--- src/rtl/traffic_pkg.sv ---
// Shared lamp encodings, state enum and timer width for the traffic light controller.
// Lamps are one-hot {red, yellow, green}; states pair each approach's green with its yellow.
package traffic_pkg;

    localparam logic [2:0] RED    = 3'b100;
    localparam logic [2:0] YELLOW = 3'b010;
    localparam logic [2:0] GREEN  = 3'b001;

    localparam int CNT_W = 8;

    // Bit 0 selects yellow, bits [2:1] select the approach (N, S, E, W).
    typedef enum logic [2:0] {
        N_G = 3'd0,
        N_Y = 3'd1,
        S_G = 3'd2,
        S_Y = 3'd3,
        E_G = 3'd4,
        E_Y = 3'd5,
        W_G = 3'd6,
        W_Y = 3'd7
    } state_e;

    function automatic logic [2:0] lamp_for(input state_e st, input logic [1:0] approach);
        logic [2:0] lamp;
        lamp = RED;
        if (st[2:1] == approach) begin
            lamp = st[0] ? YELLOW : GREEN;
        end
        return lamp;
    endfunction

endpackage

--- src/rtl/traffic_phase_timer.sv ---
// Phase timer: counts cycles in the current phase and flags the last one.
// A count at or beyond the final value also expires, so a corrupted count recovers in one edge.
module traffic_phase_timer #(
    parameter int WIDTH = 8
) (
    input  logic             clk,
    input  logic             rst,
    input  logic [WIDTH-1:0] dur_i,
    output logic             expire_o
);

    logic [WIDTH-1:0] cnt;
    logic [WIDTH-1:0] cnt_d;
    logic [WIDTH-1:0] last;

    always_comb begin
        last     = dur_i - WIDTH'(1);
        expire_o = (cnt >= last);
        cnt_d    = expire_o ? '0 : cnt + WIDTH'(1);
    end

    always_ff @(posedge clk or negedge rst) begin
        if (!rst) begin
            cnt <= '0;
        end else begin
            cnt <= cnt_d;
        end
    end

endmodule

--- src/rtl/traffic.sv ---
// Fixed-time four-way traffic light controller: N -> S -> E -> W, each green then yellow.
// Moore outputs decoded from the state register; the phase timer decides when to advance.
module traffic
    import traffic_pkg::*;
#(
    parameter int GREEN_CYCLES  = 4,
    parameter int YELLOW_CYCLES = 2
) (
    input  logic       clk,
    input  logic       rst,
    output logic [2:0] n,
    output logic [2:0] s,
    output logic [2:0] e,
    output logic [2:0] w
);

    state_e           st;
    state_e           st_d;
    logic [CNT_W-1:0] dur;
    logic             expire;

    always_comb begin
        dur = st[0] ? CNT_W'(YELLOW_CYCLES) : CNT_W'(GREEN_CYCLES);
    end

    traffic_phase_timer #(
        .WIDTH (CNT_W)
    ) u_timer (
        .clk      (clk),
        .rst      (rst),
        .dur_i    (dur),
        .expire_o (expire)
    );

    always_ff @(posedge clk or negedge rst) begin
        if (!rst) begin
            st <= N_G;
        end else begin
            st <= st_d;
        end
    end

    // All eight codes are live, so the rotation is a plain wrap-around increment.
    always_comb begin
        st_d = st;
        if (expire) begin
            st_d = state_e'(3'(st + 3'd1));
        end
    end

    always_comb begin
        n = lamp_for(st, 2'd0);
        s = lamp_for(st, 2'd1);
        e = lamp_for(st, 2'd2);
        w = lamp_for(st, 2'd3);
    end

endmodule

--- config.mk ---
export PLATFORM = sky130hd
export DESIGN_NAME = traffic
export DESIGN_NICKNAME = d
export VERILOG_FILES = /design/src/rtl/traffic_pkg.sv /design/src/rtl/traffic_phase_timer.sv /design/src/rtl/traffic.sv
export SDC_FILE = /design/constraint.sdc
export NUM_CORES = 1
export LEC_CHECK = 0
export BUFFER_PORTS_ARGS = -buffer_cell sky130_fd_sc_hd__clkbuf_2
export CORE_AREA = 2 2 39 41
export DETAILED_ROUTE_END_ITERATION = 8
export DIE_AREA = 0 0 41 43
export HOLD_SLACK_MARGIN = 0.1
export PLACE_DENSITY = 0.68
export SKIP_CTS_REPAIR_TIMING = 1
export SYNTH_ARGS = -nofsm -noshare
export SYNTH_HDL_FRONTEND = slang
export SYNTH_SLANG_ARGS = --single-unit
--- constraint.sdc ---
create_clock -name clk -period 1.85 [get_ports clk]
set_input_delay 0 -clock clk [delete_from_list [all_inputs] [get_ports clk]]
set_output_delay 0 -clock clk [all_outputs]
set_load 0.03 [all_outputs]
# Word-level counts from Yosys, hierarchy flattened
# Cells that the tools add are included.
# classes
addsub	3
n_lt_le_gt_ge	1
eq_ne	3
muxes	7
n_reduce_logical	1
# op_table
op	count
3-bit 2-to-1 mux	5
8-bit by 1-bit adder with 8-bit output (second input constant)	1
8-bit greater-or-equal comparator	1
8-bit 2-to-1 mux	1
2-bit == test (second input constant)	2
3-bit by 1-bit subtractor with 4-bit output (second input constant)	1
3-bit by 1-bit adder with 3-bit output (second input constant)	1
2-bit by 1-bit == test with 1-bit output (second input constant)	1
2-bit zero test	1
2-bit 2-to-1 mux	1
# totals
regBits	11
input_bits	2
output_inout_bits	12
elab_cells	17

# Depth between registers and ports, before layout
# Gate-level depths: netlist (run 1).
# depth
ltp_word	4
depth_mapped	4
mapped_depth_nobuf	4

# Cells and area by module
# Synthesis (run 1) repeated with hierarchy kept, for this count alone.
# hier_totals
cells_unflattened	90
area_unflattened_um2	845.8
# by_module_without_submodules
mod	instances	cells_each	area_per_inst_um2	seq_area_each_um2
traffic_phase_timer	1	68	658.1	200.2
traffic	1	22	187.7	75.1

# Worst setup path before layout (run 1)
# Ideal clock, no wire load.
# synth_timing
kind	register to register
from	register st[0]
to	register st[1]
setup_ns	0.125
arrival_ns	1.391
required_time_ns	1.725
path_slack_ns	0.334
stages_incl_launch_ff	5
path_buffers	0
synth_period_minus_slack_ns	1.516
cell_sequence	dfrtp_1 ha_1 nor4_4 nand3_2 mux2_4
# synth_between
elab_chain_cells	3
elab_cells_between_ends	4
cone_classes	add/sub: 2; order compare: 1; mux: 1
# synth_rtl
element	line_no	rtl
from (decl)	traffic.sv:17	state_e st;
from (signal assigned)	traffic.sv:39	st <= st_d;
3-bit 2-to-1 mux	traffic.sv:23	dur = st[0] ? CNT_W'(YELLOW_CYCLES) : CNT_W'(GREEN_CYCLES);
3-bit by 1-bit subtractor with 4-bit output	traffic_phase_timer.sv:17	last = dur_i - WIDTH'(1);
8-bit greater-or-equal comparator	traffic_phase_timer.sv:18	expire_o = (cnt >= last);
# Parallel ways exist; a longest one is shown, timed or not.
# A chain may end at the register's enable or synchronous reset.

# Worst setup path in the final report (run 1)
# Ends and elaborated chain as after synthesis.

==> metrics, run 1 <==
# diodes=0; antenna violations before repair=0; later-pin clock latency in the skew report=0.26 ns; CTS tree=built; min cycle time layout=around 1.6 ns; Final ANT Viol Nets=0; Nets=70; FFs w/ async S/R, synth=1.000; max-slew violations=0; Cells after Synth=between 40 and 50; routability congestion estimate=0.7519; share of cells above drive strength 1=0.3125; Num CTS Buffers=3; GR Util All Layers=0.1096; I/O pin count=14; Clk pwr share=0.152; outcome=finished clean; Worst setup SP type=register; reg-to-reg slack, setup=between 0.2 and 0.25 ns; area share of the largest cell type after synthesis=0.5805; Die Footprint=0.001763 mm^2; DP Wirelength=582.2 um; Netlist Area Pre-Place=around 470 um^2; syn_area_per_cell=11.29 um^2; Comb power frac=0.523; Placed Area=574.3 um^2; reg2reg start=st[0]; Adder-Cell Fraction of Synth Area=0.07916; final setup vio count=0; critical path class=register to register; core area=0.001384 mm^2; Die Span Y=~43 um; Seq/Total Area, Yosys=0.5805; vias in the first global route=between 200 and 300; CP max stage cell=dfrtp_1; final hold vios=0; mux contribution to synthesized area=0.03166; Critical Path RT=around 2 ns; gr ovfl total=0; switch share=0.4804; Finished Layout Cells=80; Finished Core Util=0.4412; area grow syn2layout=28.76%; HP Class=input port to asynchronous set/reset pin; crit share post-route=0.8738; area of the multi-input gates=around 200 um^2; Peak VDD IR=0.4600 mV; port bufs=13; EDFF count, synth=0; Internal=538.4 uW; R2R depth=4; design area=610.6 um^2; die width=around 40 um; synthesized flop and latch total=11; main combinational cell family by area after synthesis=simple AND/OR/NAND/NOR gates; # rows=14; post-synthesis compound-gate area fraction=0.01319; max incr delay on CP=0.45 ns; Netlist cell types=15; DRC violations left=0; Placed Instances=between 70 and 80; Final WS setup=0.2335 ns; Leakage=between 0.3 and 0.4 nW; vias=335; Post-Route WL=785 um; Max Cap Viol=0; wire length per cell=9.813 um; crit path capture type=register; area leader, netlist=dfrtp_1; H-Tree Depth=1; switching power=497.9 uW; fill cell count=139; RSZ-0062 raised after global routing=no; pwr dens=1697 mW/mm^2; R2R Path End=st[1]; Synth Area in Simple Gates=0.2190; routed vias/inst=4.188; first-pass GRT wire length=approximately 1.2 mm; Pre-antenna DRT Iters=2; final setup TNS=0 ns; Max Clk Rate=about 0.62 GHz; Synth area leaders=dfrtp_1 58%, nor2_1 8.7%, ha_1 7.9%; Post-Synth XOR/XNOR Area=0.03694; clk buf depth=2; Synth Flop Type=dfrtp_1; worst slack, placed=0.2390 ns; clk_skew=0.0004190 ns; Synth top cells by count=11 x dfrtp_1, 11 x nor2_1, 4 x inv_1, 3 x ha_1; power share of the sequential group=0.325; CP arrival=1.77 ns; Worst Path Max Fanout=7; synth warn=0; initial core utilization=0.3427; clock slew at reported path FFs=0.06 ns; sequential standard cell area=275.3 um^2; largest net degree at the start of global routing=12; CTS sink cnt=11; CP Cell Sequence=ha_1, nor4_4, nand3_2, mux2_4; Starting DRT DRC Count=2; final hold slack=0.1579 ns; Root Driver=clkbuf_4; Final Power=1.036 mW
==> sequential cells by signal (all words and copies together), names as in the netlist <==
signal,cells
st,3
u_timer.cnt,8
==> final cells by class <==
class                           count  area share
Sequential cell                    11      0.4508
Multi-Input combinational cell     31      0.3258
Timing Repair Buffer               14      0.1230
Clock buffer                        4     0.04303
Tap cell                           16     0.03279
Inverter                            4     0.02459
==> worst max path at each step <==
stage	to	slack [ns]	startpoint
after floorplan	st[1]	0.33	st[0]
after global placement	st[1]	0.27	st[0]
after detailed placement	st[1]	0.24	st[0]
after CTS	st[1]	0.23	st[0]
after global routing	st[1]	0.11	st[0]
final	st[1]	0.23	st[0]
==> logic make-up (layout without fill, tap and decap cells) <==
logic type,Yosys count,after routing
flops,11,11
buf+inv,4,22
xor+xnor,2,2
compound gates,1,1
fa+ha+maj,3,3
mux,1,1
simple gates,19,19
other cells,1,5
==> critical path, delay by kind of cell (launching register included) <==
| kind | cells | cell delay (ns) |
|---|---|---|
| adders and majority gates | 1 | 0.26 |
| muxes | 1 | 0.33 |
| DFF | 1 | 0.45 |
| and+or+nand+nor | 2 | 0.47 |
==> cell usage in the layout (no fill, tap or decap), drive strengths merged <==
| master | instances |
|---|---|
| dfrtp | 11 |
| clkbuf | 17 |
| nand2b | 2 |
| dlygate4sd3 | 1 |
| nand3 | 1 |
| conb | 5 |
| a31oi | 1 |
| xor2 | 1 |
| or2 | 1 |
| inv | 4 |
| nor4 | 1 |
| ha | 3 |
| nand2 | 2 |
| nor2 | 11 |
| mux2 | 1 |
| nor3 | 1 |
| xnor2 | 1 |
==> power groups by stage <==
stage                     registers [mW]  logic, mW  clock network, mW
after floorplan                    0.329      0.415                  0
after global placement             0.341      0.542                  0
after detailed placement           0.344      0.545                  0
after CTS                          0.340      0.547              0.166
after global routing               0.350      0.604              0.178
final                              0.337      0.542              0.158
==> routing by layer <==
layer  track usage  part of all wire  wire length [um]
met1        0.1271              0.42               326
met2        0.1625              0.51               403
met3       0.01571             0.070                55
met4        0.1000                 0                 0
met5             0                 0                 0
Note: power is estimated with default switching activity, not from simulation.
==> run 2, diff against run 1 <==
CORE_AREA = not set   (was 2 2 39 41)
CORE_MARGIN = 2   (was not set)
CORE_UTILIZATION = 35   (was not set)
DIE_AREA = not set   (was 0 0 41 43)
PLACE_DENSITY = 0.67   (was 0.68)
TNS_END_PERCENT = 50   (was not set)
==> metrics, run 2 (same netlist as run 1, synthesis figures left out) <==
CP max stage cell=dfrtp_1; GR Util All Layers=0.1041 (-0.005512); Final Power=1.038 mW (+0.21%); Die Span Y=40.81 um (-5.1%); clk_skew=0.003309 ns (+0.002890 ns); Final ANT Viol Nets=0 (unchanged); final setup TNS=0 ns (unchanged); die width=40.81 um (-0.46%); first-pass GRT wire length=1.104 mm (-10%); H-Tree Depth=1 (unchanged); Finished Layout Cells=79 (-1.3%); Pre-antenna DRT Iters=2 (unchanged); Num CTS Buffers=3 (unchanged); Most flops, register=u_timer.cnt; CP arrival=1.75 ns (-0.02 ns); fill cell count=137 (-1.4%); Post-Route WL=700 um (-11%); # rows=13 (-1); routed vias/inst=4.089 (-2.4%); vias in the first global route=292 (-0.68%); area grow syn2layout=28.76% (unchanged); routability congestion estimate=0.7676 (+2.1%); port bufs=13 (unchanged); final hold vios=0 (unchanged); final hold slack=0.1330 ns (-0.02487 ns); RSZ-0062 raised after global routing=no; biggest regs=u_timer.cnt x8, st x3; Final WS setup=0.2460 ns (+0.01254 ns); min cycle time layout=1.604 ns (-0.01254 ns); final setup vio count=0 (unchanged); vias=323 (-3.6%); max incr delay on CP=0.45 ns (about the same); CTS tree=built; Worst path top cell family by delay=simple AND/OR/NAND/NOR gates; pwr dens=1701 mW/mm^2 (+0.21%); I/O pin count=14 (unchanged); most common cell after layout, fill and taps aside=clkbuf_2; CTS sink cnt=11 (unchanged); critical path class=register to register; DP Wirelength=576.4 um (-1.0%); antenna violations before repair=0 (unchanged); worst slack, placed=0.2503 ns (+0.01131 ns); outcome=finished clean; max reg flops=8 (unchanged); wire length per cell=8.861 um (-9.7%); Placed Area=573.1 um^2 (-0.22%); Root Driver=clkbuf_4; Die Footprint=0.001665 mm^2 (-5.5%); max-slew violations=0 (unchanged); clock slew at reported path FFs=0.07 ns (about the same); # diodes=0 (unchanged); HP Class=input port to asynchronous set/reset pin; commonest non-fill, non-tap cells in the layout=13 x clkbuf_2, 11 x nor2_1, 11 x dfrtp_1, 5 x conb_1, 4 x inv_1; initial core utilization=0.3690 (+0.02636); share of cells above drive strength 1=0.3281 (+0.01563); Worst Path Max Fanout=7 (unchanged); gr ovfl total=0 (unchanged); clk buf depth=2 (unchanged); Worst setup SP type=register; Nets=70 (unchanged); crit path capture type=register; Placed Instances=74 (-1.3%); Finished Core Util=0.4752 (+0.03394); DRC violations left=0 (unchanged); largest net degree at the start of global routing=12 (unchanged); Leakage=0.3220 nW (+0.85%); core area=0.001285 mm^2 (-7.1%); Peak VDD IR=0.6354 mV (+38%); crit share post-route=0.8670 (-0.006780); later-pin clock latency in the skew report=0.26 ns (about the same); reg-to-reg slack, setup=0.25 ns (about the same); Max Cap Viol=0 (unchanged); Critical Path RT=2.00 ns (about the same); design area=610.6 um^2 (unchanged); CP Cell Sequence=ha_1, nor4_4, nand3_2, mux2_4; Starting DRT DRC Count=1 (-1); WP buf/inv=0 (unchanged); Max Clk Rate=0.6234 GHz (+0.78%)
[run 2: power breakdown]
group / switching [mW] / total, mW / leakage (nW) / internal, mW
sequential: 0.0544 / 0.337 / 0.135 / 0.282
clock: 0.0756 / 0.155 / 0.0177 / 0.0798
combinational: 0.374 / 0.546 / 0.169 / 0.172
[run 2: final timing paths]
kind,startpoint,to,cells after the start
min,rst,u_timer.cnt[6],2
max in group asynchronous,rst,st[1],2
min reg2reg,u_timer.cnt[0],u_timer.cnt[0],1
max reg2reg,st[0],st[1],4
max,st[0],st[1],4
min in group clk,u_timer.cnt[0],u_timer.cnt[0],1
[run 2: cell type report]
| cell class | count | area (um^2) | share of cell area |
|---|---|---|---|
| Timing Repair Buffer | 14 | 75.07 | 0.1230 |
| Tap cell | 15 | 18.77 | 0.03074 |
| Inverter | 4 | 15.01 | 0.02459 |
| Sequential cell | 11 | 275.3 | 0.4508 |
| Clock buffer | 3 | 22.52 | 0.03689 |
| Clock inverter | 1 | 5.005 | 0.008197 |
| Multi-Input combinational cell | 31 | 198.9 | 0.3258 |
[run 2: metal layers]
| metal | part of all wire | vias up | track usage |
|---|---|---|---|
| met5 | 0 | - | 0 |
| met3 | 0.073 | 0 | 0.01630 |
| met2 | 0.46 | 12 | 0.1719 |
| li1 | - | 170 | - |
| met1 | 0.47 | 141 | 0.1207 |
| met4 | 0 | 0 | 0.07500 |
==> run 3, diff against run 2 <==
--- a/config.mk
+++ b/config.mk
@@ -10,2 +10,3 @@
 export CORE_UTILIZATION = 35
+export CTS_BUF_LIST = sky130_fd_sc_hd__clkbuf_2
 export DETAILED_ROUTE_END_ITERATION = 8
==> constraint.sdc (replaced) <==
create_clock -name clk -period 1.85 [get_ports clk]
set_input_delay 0.555 -clock clk [delete_from_list [all_inputs] [get_ports clk]]
set_output_delay 0.555 -clock clk [all_outputs]
set_load 0.03 [all_outputs]
==> metrics, run 3 (same netlist as run 1, synthesis figures left out) <==
Die Footprint=0.001665 mm^2 (unchanged); Max Clk Rate=0.5647 GHz (-9.4%); clk buf depth=2 (unchanged); Placed Area=573.1 um^2 (unchanged); R2R Path End=st[1]; sequential standard cell area=276.5 um^2 (+0.45%); first-pass GRT wire length=1.159 mm (+5.0%); CP arrival=1.22 ns (-0.53 ns); # rows=13 (unchanged); Nets=71 (+1.4%); die width=40.81 um (unchanged); fill cell count=125 (-8.8%); clk_skew=0.0007328 ns (-0.002576 ns); final setup vio count=0 (unchanged); CP max stage cell=dfrtp_1; R2R depth=4 (unchanged); CTS sink cnt=11 (unchanged); crit share post-route=0.9573 (+0.09025); Starting DRT DRC Count=3 (+2); core area=0.001285 mm^2 (unchanged); max-slew violations=0 (unchanged); antenna violations before repair=0 (unchanged); DP Wirelength=588.5 um (+2.1%); CP Cell Sequence=or2_4, nor2_1, buf_4; Post-Route WL=793 um (+13%); Most flops, register=u_timer.cnt; Root Driver=clkbuf_2; critical path class=register to primary output; I/O pin count=14 (unchanged); largest net degree at the start of global routing=12 (unchanged); Num CTS Buffers=3 (unchanged); max reg flops=8 (unchanged); routability congestion estimate=0.7104 (-7.5%); Worst path top cell family by delay=flip-flops; port bufs=13 (unchanged); vias in the first global route=288 (-1.4%); final hold vios=0 (unchanged); wire length per cell=9.913 um (+12%); Final Power=1.077 mW (+3.7%); Critical Path RT=1.29 ns (-0.71 ns); design area=619.3 um^2 (+1.4%); initial core utilization=0.3690 (unchanged); switching power=519.7 uW (+3.0%); Die Span Y=40.81 um (unchanged); Internal=557.2 uW (+4.3%); most common cell after layout, fill and taps aside=clkbuf_2; area grow syn2layout=30.61%; H-Tree Depth=1 (unchanged); CTS tree=built; Peak VDD IR=0.5057 mV (-20%); DRC violations left=0 (unchanged); Worst setup SP type=register; RSZ-0062 raised after global routing=yes; GR Util All Layers=0.1125 (+0.008395); outcome=finished clean; switch share=0.4826 (-0.003115); power share of the sequential group=0.314 (-0.010); Clk pwr share=0.129 (-0.021); gr ovfl total=0 (unchanged); crit path capture type=primary output; Pre-antenna DRT Iters=2 (unchanged); max incr delay on CP=0.43 ns (-0.02 ns); area of the multi-input gates=203.9 um^2 (+2.5%); reg-to-reg slack, setup=0.23 ns (-0.02 ns); reg2reg start=st[0]; Worst Path Max Fanout=5 (-2); # diodes=0 (unchanged); min cycle time layout=1.771 ns (+0.1670 ns); Max Cap Viol=0 (unchanged); pwr dens=1739 mW/mm^2 (+2.2%); biggest regs=u_timer.cnt x8, st x3; Leakage=0.3297 nW (+2.4%); worst slack, placed=0.2096 ns (-0.04069 ns); clock slew at reported path FFs=0.11 ns (+0.04 ns); Comb power frac=0.557 (+0.031); later-pin clock latency in the skew report=0.26 ns (about the same); Final ANT Viol Nets=0 (unchanged); WP buf/inv=1 (+1); commonest non-fill, non-tap cells in the layout=12 x clkbuf_2, 10 x nor2_1, 10 x dfrtp_1, 5 x conb_1; Final WS setup=0.07905 ns (-0.1670 ns); routed vias/inst=4.313 (+5.5%); vias=345 (+6.8%); HP Class=input port to asynchronous set/reset pin; share of cells above drive strength 1=0.3846 (+0.05649)
==> run 3: cell count changes in the layout (fill, tap and decap cells not counted), sizes merged <==
cell / change
buf: +7
clkbuf: -4
clkinv: -1
dlygate4sd3: -1
==> run 3: layer usage <==
metal / track usage / vias up / share of wire
met4: 0.1000 / 0 / 0.037
met3: 0.01630 / 2 / 0.052
met2: 0.1953 / 14 / 0.46
met1: 0.1150 / 157 / 0.45
met5: 0 / - / 0
li1: - / 172 / -
==> run 3: worst reg2reg max path: cells and delay by family, from the launching register on <==
kind	cells	cell delay [ns]
flip-flops	1	0.47
multiplexers	1	0.33
AND/OR/NAND/NOR	2	0.47
adder cells (fa/ha/maj)	1	0.25
==> run 3: cell type report <==
| type | instances | area share |
|---|---|---|
| inverter | 4 | 0.02424 |
| clock buffer | 4 | 0.03232 |
| sequential | 11 | 0.4465 |
| timing repair buffer | 15 | 0.1374 |
| multi-input combinational | 31 | 0.3293 |
| tap | 15 | 0.03030 |
==> run 3: power by group through the flow <==
stage / Sequential [mW] / Combinational (mW) / Clock (mW)
floorplan: 0.329 / 0.415 / 0
global placement: 0.339 / 0.546 / 0
detailed placement: 0.343 / 0.548 / 0
CTS: 0.338 / 0.550 / 0.146
global route: 0.346 / 0.668 / 0.157
finish: 0.338 / 0.600 / 0.138
==> run 3: how the worst max path moves through the flow <==
stage	startpoint	end	slack [ns]	cells after the start
after floorplan	st[2]	n[0]	0.06	2
after global placement	st[2]	n[0]	0.25	3
after detailed placement	st[0]	st[1]	0.21	4
after CTS	st[2]	n[1]	-0.07	3
after global routing	st[1]	w[0]	-0.01	4
final	st[2]	n[1]	0.08	3
==> run 3: per-stage QoR <==
| stage | setup TNS, ns | util | std cells | hold WS, ns |
|---|---|---|---|---|
| after floorplan | 0 | - | 46 | 0.2594 |
| after global placement | 0 | 0.4460 | 74 | 0.4397 |
| after detailed placement | 0 | 0.4460 | 74 | 0.4404 |
| after CTS | -0.1279 | 0.4615 | 78 | 0.1329 |
| after global routing | -0.01391 | 0.4820 | 80 | 0.1297 |
| final | 0 | 0.4820 | 80 | 0.1435 |
